[src/rtl/video_bus_arb.sv]
// Two-requester arbiter and sequencer for the video host port.
// Round-robin grant, registered strobes, fixed read latency.
module video_bus_arb #(
  parameter int ADDR_W     = 13,
  parameter int DATA_W     = 8,
  parameter int RD_LAT     = 1,
  parameter int BLANK_ONLY = 0
) (
  input  logic              clk,
  input  logic              NRST,
  input  logic              vid_blank,
  input  logic              r0_req,
  input  logic              r0_we,
  input  logic              r0_ctl,
  input  logic [ADDR_W-1:0] r0_addr,
  input  logic [DATA_W-1:0] r0_wdata,
  output logic              r0_ack,
  input  logic              r1_req,
  input  logic              r1_we,
  input  logic              r1_ctl,
  input  logic [ADDR_W-1:0] r1_addr,
  input  logic [DATA_W-1:0] r1_wdata,
  output logic              r1_ack,
  output logic [DATA_W-1:0] rdata,
  output logic              sel_ram,
  output logic              sel_ctl,
  output logic              we,
  output logic [ADDR_W-1:0] addr,
  output logic [DATA_W-1:0] din,
  input  logic [DATA_W-1:0] ram_dout,
  input  logic [DATA_W-1:0] ctl_dout,
  output logic              busy
);

  localparam logic [2:0] LAT  = 3'(RD_LAT);
  localparam logic       GATE = (BLANK_ONLY != 0);

  typedef enum logic [1:0] {
    IDLE,
    ISSUE,
    WAIT,
    ACK
  } state_t;

  state_t              state, state_n;
  logic                lat_id, lat_id_n;
  logic                lat_we, lat_we_n;
  logic                lat_ctl, lat_ctl_n;
  logic                last_grant, last_n;
  logic [2:0]          cnt, cnt_n;
  logic                sel_ram_n, sel_ctl_n, we_n;
  logic                ack0_n, ack1_n, busy_n;
  logic [ADDR_W-1:0]   addr_n;
  logic [DATA_W-1:0]   din_n, rdata_n;
  logic                el0, el1, gid, g_ctl;

  // Eligibility: control accesses are never gated by blanking.
  always_comb begin
    el0 = r0_req & (r0_ctl | ~GATE | vid_blank);
    el1 = r1_req & (r1_ctl | ~GATE | vid_blank);
  end

  // Next-state and next-output logic; all outputs are registered.
  always_comb begin
    state_n   = state;
    lat_id_n  = lat_id;
    lat_we_n  = lat_we;
    lat_ctl_n = lat_ctl;
    last_n    = last_grant;
    cnt_n     = cnt;
    sel_ram_n = 1'b0;
    sel_ctl_n = 1'b0;
    we_n      = 1'b0;
    ack0_n    = 1'b0;
    ack1_n    = 1'b0;
    addr_n    = addr;
    din_n     = din;
    rdata_n   = rdata;
    gid       = 1'b0;
    g_ctl     = 1'b0;
    unique case (state)
      IDLE: begin
        if (el0 | el1) begin
          gid       = (el0 & el1) ? ~last_grant : el1;
          g_ctl     = gid ? r1_ctl : r0_ctl;
          lat_id_n  = gid;
          lat_we_n  = gid ? r1_we : r0_we;
          lat_ctl_n = g_ctl;
          last_n    = gid;
          sel_ram_n = ~g_ctl;
          sel_ctl_n = g_ctl;
          we_n      = gid ? r1_we : r0_we;
          addr_n    = gid ? r1_addr : r0_addr;
          din_n     = gid ? r1_wdata : r0_wdata;
          state_n   = ISSUE;
        end
      end
      ISSUE: begin
        if (lat_we) begin
          ack0_n  = ~lat_id;
          ack1_n  = lat_id;
          state_n = ACK;
        end else begin
          cnt_n   = LAT;
          state_n = WAIT;
        end
      end
      WAIT: begin
        if (cnt == 3'd1) begin
          rdata_n = lat_ctl ? ctl_dout : ram_dout;
          ack0_n  = ~lat_id;
          ack1_n  = lat_id;
          state_n = ACK;
        end else begin
          cnt_n = cnt - 3'd1;
        end
      end
      ACK: begin
        state_n = IDLE;
      end
      default: begin
        state_n = IDLE;
      end
    endcase
    busy_n = (state_n != IDLE);
  end

  // State, latched command and registered outputs.
  always_ff @(posedge clk or negedge NRST) begin
    if (!NRST) begin
      state      <= IDLE;
      lat_id     <= 1'b0;
      lat_we     <= 1'b0;
      lat_ctl    <= 1'b0;
      last_grant <= 1'b1;
      cnt        <= 3'd0;
      sel_ram    <= 1'b0;
      sel_ctl    <= 1'b0;
      we         <= 1'b0;
      r0_ack     <= 1'b0;
      r1_ack     <= 1'b0;
      busy       <= 1'b0;
      addr       <= '0;
      din        <= '0;
      rdata      <= '0;
    end else begin
      state      <= state_n;
      lat_id     <= lat_id_n;
      lat_we     <= lat_we_n;
      lat_ctl    <= lat_ctl_n;
      last_grant <= last_n;
      cnt        <= cnt_n;
      sel_ram    <= sel_ram_n;
      sel_ctl    <= sel_ctl_n;
      we         <= we_n;
      r0_ack     <= ack0_n;
      r1_ack     <= ack1_n;
      busy       <= busy_n;
      addr       <= addr_n;
      din        <= din_n;
      rdata      <= rdata_n;
    end
  end

endmodule

[config.mk]
export PLATFORM = sky130hd
export DESIGN_NAME = video_bus_arb
export DESIGN_NICKNAME = d
export VERILOG_FILES = /design/src/rtl/video_bus_arb.sv
export SDC_FILE = /design/constraint.sdc
export NUM_CORES = 1
export LEC_CHECK = 0
export ABC_AREA = 1
export CORE_AREA = 2 2 74 76
export DETAILED_ROUTE_END_ITERATION = 7
export DIE_AREA = 0 0 76 78
export GPL_TIMING_DRIVEN = 1
export PLACE_DENSITY = 0.84
export SLEW_MARGIN = 10
export SYNTH_ARGS = -nofsm -noshare
export SYNTH_HDL_FRONTEND = slang
export SYNTH_SLANG_ARGS = --single-unit
[constraint.sdc]
create_clock -name clk -period 3.35 [get_ports clk]
set_clock_uncertainty 0.15 [all_clocks]
set_input_delay 0.67 -clock clk [delete_from_list [all_inputs] [get_ports clk]]
set_output_delay 0.67 -clock clk [all_outputs]
set_load 0.01 [all_outputs]
Word-level counts from Yosys, hierarchy flattened
Index checks and enable logic that the tools add are counted.
- register bits: 44
- equal/unequal tests: 6
- add/sub/neg operators: 1
- muxes and demuxes: 25
- reduce and logical (&&, ||, !) cells: 6
- bitwise gates (word level): 5
- operators with widths (operator ; number):
    2-to-1 mux 8 bit ; 2
    2-to-1 mux 1 bit ; 14
    2-to-1 mux 13 bit ; 1
    one-hot mux 2 bit (4 select lines) ; 1
    2-to-1 mux 3 bit ; 2
    one-hot mux 3 bit (2 select lines) ; 1
    == test 2 bit (second input constant) ; 2
    2-to-1 mux 2 bit ; 2
    != test 2 bit (second input constant) ; 2
    one-hot mux 1 bit (2 select lines) ; 2
    AND reduction 2 bit ; 2
    nonzero test 2 bit ; 2
    == test 3 x 1 -> 1 bit (second input constant) ; 1
    inverter 1 bit ; 3
    AND reduction 3 bit ; 1
    subtractor 3 x 1 -> 3 bit (second input constant) ; 1
    == test 2 x 1 -> 1 bit (second input constant) ; 1
    zero test 2 bit ; 1
    bitwise AND 1 bit ; 1
    OR 1 bit ; 1

Longest topological paths before layout
Gate-level depths: netlist (run 1).
- depth after elaboration: 6
- gate-level depth with buffers: 8

Worst setup path after synthesis (run 1)
Ideal clock, no wire load.
- kind: input -> register
- start: input port r1_req
- end: register lat_we
- library setup time: 127 ps
- stages: 5
- setup slack: 1844 ps
- data arrival time: 1229 ps
- buffers on the path: 1
- data required time: 3073 ps
- cells stage by stage: nor2_2 -> nor2_8 -> buf_6 -> nand3_1 -> o21ai_0
- longest elaborated chain between the ends: 3
- ends and longest elaborated chain (what ; line ; RTL):
    start: declaration ; 18 ; input logic r1_req,
    bitwise AND 1 bit ; 84 ; gid = (el0 & el1) ? ~last_grant : el1;
    2-to-1 mux 1 bit ; 84 ;
    2-to-1 mux 1 bit ; 87 ; lat_we_n = gid ? r1_we : r0_we;
    end signal: assignment ; 149 ; lat_we <= lat_we_n;
    end: declaration ; 47 ; logic lat_we, lat_we_n;
Parallel ways exist; a longest one is shown, timed or not.
A chain may end at the register's enable or synchronous reset.

Worst setup path after layout (run 1)
- start: input port r0_req
- end: register lat_ctl
- longest elaborated chain between the ends: 3
- ends and longest elaborated chain (what ; line ; RTL):
    start: declaration ; 12 ; input logic r0_req,
    bitwise AND 1 bit ; 84 ;
    2-to-1 mux 1 bit ; 84 ;
    2-to-1 mux 1 bit ; 85 ; g_ctl = gid ? r1_ctl : r0_ctl;
    end signal: assignment ; 150 ; lat_ctl <= lat_ctl_n;
    end: declaration ; 48 ; logic lat_ctl, lat_ctl_n;
Parallel ways exist; a longest one is shown, timed or not.

==> impl_metrics.py, run 1 <==
metrics = {
    "cts": {
        "numClockSinks": 44,
        "htreeDepth": 2,
        "cts_made_buffers": 5,
        "cts_tree": "built",
        "cts_resized": 0,
        "root_buffer": "clkbuf_8",
        "cts_buffer_depth": 2,
        "cts.reportedPaths.clkPinSlew_ns": 0.08,
        "holdBufCountCts": 0,
        "worstSkewPairLatency_ns": 0.29,
        "postCtsSetupRepairBufs": 0,
    },
    "power": {
        "p_sw_share_pct": 38.51,
        "p_per_area_mw_per_mm2": 789.1,
        "power_frac_seq_pct": 35.3,
        "power_switching_w": 0.001022,
        "comb_power_share_pct": 51.7,
        "p_clk_share_pct": 13.0,
        "p_int_w": 0.001632,
        "vdd_ir_drop_max_uv": 490.6,
        "power_leakage_nw": 1.646,
    },
    "worst_setup_path": {
        "critPathLaunchType": "input port",
        "crit_required_ns": 3.38,
        "crit_fanout": 44,
        "r2r_slack_ns": 1.29,
        "cp.arrival_ns": 2.26,
        "critPathKind": "input port to register",
        "endpoint_kind": "register",
    },
    "logic_synthesis": {
        "ys_top_cells_by_area": "dfrtp_1, nand2_1, inv_1",
        "synth.avg_cell_area_sq_um": 8.079,
        "synth_area_leader_cell": "dfrtp_1",
        "synth_nets": 352,
        "synth_cell_types": 22,
        "ys_seq_area_share_pct": 48.73,
        "ys_ff_latch": 44,
        "yosysWarnings": 0,
        "synth.cell_area_sq_mm": 0.002262,
        "syn_inst": 280,
        "synth_top_cell_area_share_pct": 47.57,
    },
    "sta": {
        "tns_ns": 0,
        "timing.final.crit_share_pct": 66.74,
        "hold_viol_final": 0,
        "tightest_slew_ns": 0.9724,
        "slew_headroom_pct": 35.17,
        "min_period_ns": 2.236,
        "slew_viol_final": 0,
        "timing.final.ws_setup_ns": 1.114,
        "rsz0062_at_grt": "false",
        "fmax_mhz": 447.2,
        "setup-violations-final": 0,
    },
    "drt": {
        "wl_per_cell_microns": 12.08,
        "drt_wl_total_microns": 5425,
        "drt_iter0_drc": 74,
        "avgViaCountPerCell": 4.639,
        "firstDrtPassIters": 4,
        "ant_nets": 0,
        "route.detailed.drc": 0,
        "vias": 2083,
    },
    "grt": {
        "gr-usage-all-layers_pct": 19.25,
        "antenna_found_initial": 0,
        "gr-total-overflow": 0,
        "grt_first_pass_wirelength_microns": 9121,
        "grt_pass1_vias": 2048,
        "grt_max_degree": 45,
    },
    "floorplanning": {
        "die_area_sq_mm": 0.005928,
        "die_h_microns": 78,
        "core-area_sq_mm": 0.005042,
        "num_rows": 26,
        "pin_count": 102,
        "die_width_microns": 76,
        "start_util_pct": 44.86,
    },
    "placed_design": {
        "io_buffers": 100,
        "dp_hpwl_microns": 3929,
        "globalplace.congestion": 0.7818,
        "place_ws_ns": 0.8031,
    },
    "layout": {
        "n_fill_cell": 420,
        "final_nets": 450,
        "areaGrowthSynthToFinish_pct": 48.67,
        "antenna_cells": 0,
        "drive_gt1_share_pct": 10.29,
    },
    "run": {
        "cap_violations": 0,
    },
    "worst_hold_path": {
        "hold_path_class": "register to register",
    },
    "run_status": {
        "status": "finished, final reports clean",
    },
}
-- registers in the layout (all words and copies together), names as in the netlist --
| register | flops |
|---|---|
| din | 8 |
| lat_id | 1 |
| addr | 13 |
| lat_ctl | 1 |
| last_grant | 1 |
| state | 2 |
| r0_ack | 1 |
| busy | 1 |
| cnt | 3 |
| sel_ctl | 1 |
| rdata | 8 |
| sel_ram | 1 |
| we | 1 |
| r1_ack | 1 |
| lat_we | 1 |
-- final cells by class --
| type | count | area, sq um | share of cell area [%] |
|---|---|---|---|
| timing repair buffer | 100 | 996.0 | 29.61 |
| inverter | 42 | 160.2 | 4.762 |
| multi-input combinational | 185 | 924.6 | 27.49 |
| tap | 70 | 87.58 | 2.604 |
| clock inverter | 2 | 10.01 | 0.2976 |
| sequential | 44 | 1102 | 32.78 |
| clock buffer | 6 | 82.58 | 2.455 |
-- per-layer routing --
metal	share of wire, %	up-vias	track usage (%)	wire, microns
li1	-	1050	-	-
met1	41	942	20.54	2249
met2	48	81	35.63	2585
met3	9.3	10	6.628	506
met4	1.5	0	6.364	84
met5	0	-	0	0
-- cell usage after synthesis --
master	n
o21ai_2	16
ha_1	5
nor2_8	1
dfrtp_1	43
o211ai_1	8
nand4_1	1
o21ai_0	8
nand2_1	97
nand3_1	10
inv_4	1
a21oi_2	1
buf_4	2
or2_2	8
nor2_1	24
a21oi_1	1
o21ai_1	3
inv_1	41
buf_6	4
nor2_2	1
nand2_2	1
buf_2	3
dfstp_2	1
-- cells by family (layout without fill, tap and decap cells) --
logic type	Yosys count	after routing	share of synthesized area, %
buf+inv	51	150	10.40
compound gates	37	37	11.89
flops	44	44	48.73
fa+ha+maj	5	5	2.765
simple gates	143	143	26.22
-- path summary, 6_finish.rpt --
check | depth (start not counted) | end | startpoint
min reg2reg | 1 | r0_ack | lat_id
max in group asynchronous | 1 | din[3] | NRST
min in group asynchronous | 1 | we | NRST
min | 1 | r0_ack | lat_id
max | 6 | lat_ctl | r0_req
max reg2reg | 6 | rdata[0] | state[0]
-- layout by cell type (no fill, tap or decap) --
cell type,instances
nor2_8,1
a21oi_2,1
nor2_2,1
inv_1,41
o211ai_1,8
clkbuf_8,6
clkdlybuf4s50_1,99
o21ai_0,8
nor2_1,24
nand2_2,1
buf_2,1
ha_1,5
dfstp_2,1
o21ai_1,3
a21oi_1,1
nand2_1,97
nand3_1,10
clkinv_2,2
or2_2,8
dfrtp_1,43
inv_4,1
nand4_1,1
o21ai_2,16
-- critical path: stages --
cell and delay [ns]:
clkdlybuf4s50_1 0.49, nand2_1 0.12, nand2_2 0.59, nand2_1 0.18
nand2_1 0.13, o21ai_1 0.06
-- stage by stage --
stage | total power, W | hold slack [ns] | std cells | util, % | cell area [sq um]
finish | 0.002654 | 0.2870 | 449 | 66.70 | 3363
detailed placement | 0.002331 | 0.2839 | 441 | 64.86 | 3271
floorplan | 0.001726 | 0.2244 | 280 | - | 2262
global placement | 0.002281 | 0.2575 | 441 | 64.86 | 3271
CTS | 0.002685 | 0.2958 | 449 | 66.70 | 3363
global route | 0.002870 | 0.3043 | 449 | 66.70 | 3363
-- power by group through the flow --
stage                     logic (W)  registers, W  clock network [W]
after CTS                   0.00139      0.000942           0.000351
after floorplan            0.000706       0.00102                  0
after detailed placement    0.00139      0.000945                  0
final                       0.00137      0.000938           0.000344
after global routing        0.00152      0.000974           0.000371
after global placement      0.00135      0.000935                  0
Note: power is estimated with default switching activity, not from simulation.
==> inputs of run 2 (changes only) <==
--- a/config.mk
+++ b/config.mk
@@ -6,11 +6,11 @@
 export NUM_CORES = 1
 export LEC_CHECK = 0
 export ABC_AREA = 1
-export CORE_AREA = 2 2 74 76
+export CORE_AREA = 2 2 81 83
 export DETAILED_ROUTE_END_ITERATION = 7
-export DIE_AREA = 0 0 76 78
+export DIE_AREA = 0 0 83 85
 export GPL_TIMING_DRIVEN = 1
-export PLACE_DENSITY = 0.84
+export PLACE_DENSITY = 0.75
 export SLEW_MARGIN = 10
 export SYNTH_ARGS = -nofsm -noshare
 export SYNTH_HDL_FRONTEND = slang
==> constraint.sdc (replaced) <==
create_clock -name clk -period 1.86 [get_ports clk]
set_clock_uncertainty 0.15 [all_clocks]
set_input_delay 0.372 -clock clk [delete_from_list [all_inputs] [get_ports clk]]
set_output_delay 0.372 -clock clk [all_outputs]
set_load 0.01 [all_outputs]
==> impl_metrics.py, run 2 (same netlist as run 1, synthesis figures left out) <==
metrics = {
    "run_status": {
        "status": "finished, final reports clean",
    },
    "cts": {
        "cts_tree": "built",
        "cts_buffer_depth": 2,
        "holdBufCountCts": 1,
        "htreeDepth": 2,
        "worstSkewPairLatency_ns": 0.29,
        "cts_made_buffers": 5,
        "cts_resized": 0,
        "numClockSinks": 44,
        "root_buffer": "clkbuf_8",
        "postCtsSetupRepairBufs": 0,
        "cts.reportedPaths.clkPinSlew_ns": 0.08,
    },
    "worst_setup_path": {
        "r2r_end": "din[4]",
        "rr_worst_depth": 7,
        "cp.arrival_ns": 1.22,
        "crit_chain": "clkdlybuf4s50_1",
        "critPathLaunchType": "register",
        "critPathSlowestCell": "clkdlybuf4s50_1",
        "crit_required_ns": 1.34,
        "crit_family": "buffers and inverters",
        "crit_fanout": 2,
        "endpoint_kind": "output pin",
        "critPathKind": "register to output pin",
        "reg2reg_from": "state[0]",
        "crit_buf_inv": 1,
        "r2r_slack_ns": 0.16,
        "cp_slowest_stage_delay_ns": 0.56,
    },
    "layout": {
        "n_fill_cell": 568,
        "final_common_cell": "clkdlybuf4s50_1",
        "largest_reg_flops": 13,
        "drive_gt1_share_pct": 12.34,
        "top_register": "addr",
        "final_nets": 460,
        "layout_common_cells": "clkdlybuf4s50_1, nand2_1, dfrtp_1, inv_1, nor2_1",
        "areaGrowthSynthToFinish_pct": 57.08,
        "reg_top3": "addr x13, din x8, rdata x8",
        "antenna_cells": 0,
    },
    "worst_hold_path": {
        "hold-path-cell-count": 1,
        "hold_path_class": "register to register",
        "hp-start": "lat_id",
        "holdPathEnd": "r0_ack",
    },
    "power": {
        "power_leakage_nw": 1.735,
        "p_per_area_mw_per_mm2": 1474,
        "vdd_ir_drop_max_uv": 659.3,
        "total_power_w": 0.005238,
    },
    "grt": {
        "antenna_found_initial": 0,
        "grt_pass1_vias": 2068,
        "grt_max_degree": 45,
        "grt_first_pass_wirelength_microns": 9156,
        "gr-usage-all-layers_pct": 15.73,
        "gr-total-overflow": 0,
    },
    "drt": {
        "vias": 2106,
        "avgViaCountPerCell": 4.519,
        "drt_iter0_drc": 72,
        "firstDrtPassIters": 4,
        "drt_wl_total_microns": 5382,
        "ant_nets": 0,
        "route.detailed.drc": 0,
        "wl_per_cell_microns": 11.55,
    },
    "floorplanning": {
        "core-area_sq_mm": 0.006205,
        "num_rows": 29,
        "die_width_microns": 83,
        "start_util_pct": 36.46,
        "pin_count": 102,
        "die_h_microns": 85,
        "die_area_sq_mm": 0.007055,
    },
    "sta": {
        "tns_ns": 0,
        "min_period_ns": 1.743,
        "slew_viol_final": 0,
        "hold_viol_final": 0,
        "slew_headroom_pct": 79.84,
        "fmax_mhz": 573.7,
        "rsz0062_at_grt": "false",
        "timing.final.crit_share_pct": 93.71,
        "setup-violations-final": 0,
        "tightest_slew_ns": 0.3023,
    },
    "run": {
        "cap_violations": 0,
    },
    "placed_design": {
        "io_buffers": 100,
        "globalplace.congestion": 0.7438,
        "dp_hpwl_microns": 4015,
    },
}
-- run 2: layout make-up --
type / count / area [sq um] / area share [%]
Multi-Input combinational cell: 185 / 924.6 / 26.02
Sequential cell: 44 / 1102 / 31.02
Inverter: 42 / 160.2 / 4.507
Clock buffer: 5 / 68.82 / 1.937
Clock inverter: 3 / 90.09 / 2.535
Tap cell: 77 / 96.34 / 2.711
Timing Repair Buffer: 110 / 1111 / 31.27
-- run 2: worst max path at each step --
stage / startpoint / depth (start not counted) / end
final: addr[4] / 1 / addr[4]
after global routing: state[0] / 7 / din[4]
after CTS: addr[4] / 1 / addr[4]
after detailed placement: r1_req / 6 / din[4]
after global placement: r1_req / 6 / addr[11]
after floorplan: state[0] / 8 / addr[12]
-- run 2: report_power, final --
part | total, W | switching, W | internal, W
clock | 0.00100 | 0.000331 | 0.000672
sequential | 0.00169 | 0.000260 | 0.00143
combinational | 0.00255 | 0.00125 | 0.00130
-- run 2: metrics by stage --
step	instance area, sq um	utilization, %	std cells	setup slack [ns]	hold slack, ns
2_1_floorplan	2262	-	280	0.3627	-0.07359
3_3_place_gp	3385	54.55	457	0.04738	0.2205
3_5_place_dp	3385	54.55	457	0.005425	0.2215
4_1_cts	3553	57.27	466	0.09755	0.2906
5_1_grt	3553	57.27	466	0.02481	0.3138
6_report	3553	57.27	466	0.1170	0.2795
-- run 2: layer usage --
layer / global-route usage [%] / wire [microns] / vias to the layer above
li1: - / - / 1069
met1: 18.42 / 2346 / 954
met2: 27.20 / 2522 / 77
met3: 6.128 / 459 / 6
met4: 4.024 / 53 / 0
met5: 0 / 0 / -
==> inputs of run 3 (changes only) <==
--- a/config.mk
+++ b/config.mk
@@ -6,11 +6,12 @@
 export NUM_CORES = 1
 export LEC_CHECK = 0
 export ABC_AREA = 1
-export CORE_AREA = 2 2 81 83
+export CORE_AREA = 2 2 73 92
 export DETAILED_ROUTE_END_ITERATION = 7
-export DIE_AREA = 0 0 83 85
+export DIE_AREA = 0 0 75 94
 export GPL_TIMING_DRIVEN = 1
 export PLACE_DENSITY = 0.75
+export SKIP_CTS_REPAIR_TIMING = 1
 export SLEW_MARGIN = 10
 export SYNTH_ARGS = -nofsm -noshare
 export SYNTH_HDL_FRONTEND = slang
==> impl_metrics.py, run 3 (same netlist as run 1, synthesis figures left out) <==
metrics = {
    "power": {
        "power_switching_w": 0.001820,
        "p_sw_share_pct": 37.57,
        "vdd_ir_drop_max_uv": 564.5,
        "comb_power_share_pct": 52.6,
        "p_per_area_mw_per_mm2": 1390,
        "p_clk_share_pct": 12.7,
        "power_frac_seq_pct": 34.7,
        "total_power_w": 0.004846,
        "power_leakage_nw": 1.699,
        "p_int_w": 0.003025,
    },
    "cts": {
        "worstSkewPairLatency_ns": 0.29,
        "htreeDepth": 2,
        "numClockSinks": 44,
        "cts.reportedPaths.clkPinSlew_ns": 0.08,
        "root_buffer": "clkbuf_8",
        "cts_tree": "built",
        "cts_made_buffers": 5,
        "cts_buffer_depth": 2,
    },
    "sta": {
        "tightest_slew_ns": 0.3051,
        "fmax_mhz": 570.5,
        "slew_headroom_pct": 79.66,
        "rsz0062_at_grt": "false",
        "min_period_ns": 1.753,
        "setup-violations-final": 0,
        "hold_viol_final": 0,
        "slew_viol_final": 0,
        "timing.final.crit_share_pct": 94.24,
    },
    "layout": {
        "antenna_cells": 0,
        "design_area_sq_mm": 0.003486,
        "reg_top3": "addr x13, din x8, rdata x8",
        "drive_gt1_share_pct": 11.83,
        "layout_common_cells": "clkdlybuf4s50_1, nand2_1, dfrtp_1, inv_1, nor2_1",
        "final_nets": 460,
        "top_register": "addr",
        "largest_reg_flops": 13,
        "final_util_pct": 56.90,
        "final_common_cell": "clkdlybuf4s50_1",
        "areaGrowthSynthToFinish_pct": 54.09,
        "n_fill_cell": 569,
    },
    "grt": {
        "antenna_found_initial": 0,
        "grt_pass1_vias": 2087,
        "grt_first_pass_wirelength_microns": 8928,
        "gr-usage-all-layers_pct": 16.52,
        "gr-total-overflow": 0,
        "grt_max_degree": 27,
    },
    "floorplanning": {
        "die_h_microns": 94,
        "start_util_pct": 36.93,
        "num_rows": 32,
        "pin_count": 102,
        "die_width_microns": 75,
        "core-area_sq_mm": 0.006126,
        "die_area_sq_mm": 0.007050,
    },
    "run": {
        "cap_violations": 0,
    },
    "worst_setup_path": {
        "cp_slowest_stage_delay_ns": 0.57,
        "rr_worst_depth": 7,
        "endpoint_kind": "output pin",
        "crit_family": "buffers and inverters",
        "critPathSlowestCell": "clkdlybuf4s50_1",
        "crit_buf_inv": 1,
        "critPathLaunchType": "register",
        "crit_chain": "clkdlybuf4s50_1",
        "r2r_slack_ns": 0.18,
        "critPathLaunch": "addr[12]",
        "reg2reg_from": "state[0]",
        "cp.arrival_ns": 1.23,
        "crit_required_ns": 1.34,
        "crit_fanout": 2,
        "critPathKind": "register to output pin",
        "r2r_end": "din[4]",
    },
    "drt": {
        "ant_nets": 0,
        "avgViaCountPerCell": 4.420,
        "drt_iter0_drc": 64,
        "firstDrtPassIters": 4,
        "drt_wl_total_microns": 5342,
        "vias": 2095,
        "route.detailed.drc": 0,
        "wl_per_cell_microns": 11.27,
    },
    "placed_design": {
        "io_buffers": 100,
        "dp_hpwl_microns": 4150,
        "globalplace.congestion": 0.7505,
        "place_area_sq_mm": 0.003382,
    },
    "worst_hold_path": {
        "hold_path_class": "input port to asynchronous set/reset pin",
    },
    "run_status": {
        "status": "finished, final reports clean",
    },
}
[run 3: worst max path at each step]
| stage | to | slack (ns) | cells after the start |
|---|---|---|---|
| 6_report | addr[12] | 0.11 | 1 |
| 5_1_grt | addr[12] | 0.05 | 1 |
| 4_1_cts | addr[12] | 0.08 | 1 |
| 3_5_place_dp | din[4] | -0.01 | 6 |
| 3_3_place_gp | din[4] | 0.03 | 6 |
| 2_1_floorplan | addr[12] | 0.36 | 8 |
[run 3: through the flow]
| step | setup slack, ns | hold WS, ns | TNS, ns | cells |
|---|---|---|---|---|
| 6_report | 0.1071 | 0.2526 | 0 | 474 |
| 5_1_grt | 0.05008 | 0.2418 | 0 | 474 |
| 4_1_cts | 0.08035 | -0.3028 | 0 | 473 |
| 3_5_place_dp | -0.01451 | 0.01919 | -0.01451 | 465 |
| 3_3_place_gp | 0.02588 | 0.01456 | 0 | 465 |
| 2_1_floorplan | 0.3627 | -0.07359 | 0 | 280 |
[run 3: power groups by stage]
stage	clock network [W]	registers [W]	logic, W
3_3_place_gp	0	0.00168	0.00253
3_5_place_dp	0	0.00170	0.00257
5_1_grt	0.000675	0.00175	0.00285
4_1_cts	0.000641	0.00169	0.00258
6_report	0.000617	0.00168	0.00255
2_1_floorplan	0	0.00184	0.00127
[run 3: layer usage]
layer | wire length, microns | global-route usage (%) | vias up
li1 | - | - | 1069
met1 | 2060 | 17.50 | 938
met2 | 2630 | 28.95 | 83
met3 | 581 | 6.867 | 5
met4 | 70 | 5.357 | 0
met5 | 0 | 0 | -
[run 3: area by class of cell]
type                       instances  area (sq um)  share of cell area (%)
clock buffer                       8         90.09                   2.584
inverter                          42         160.2                   4.594
multi-input combinational        185         924.6                   26.53
sequential                        44          1102                   31.62
tap                               85         106.4                   3.051
timing repair buffer             110          1102                   31.62
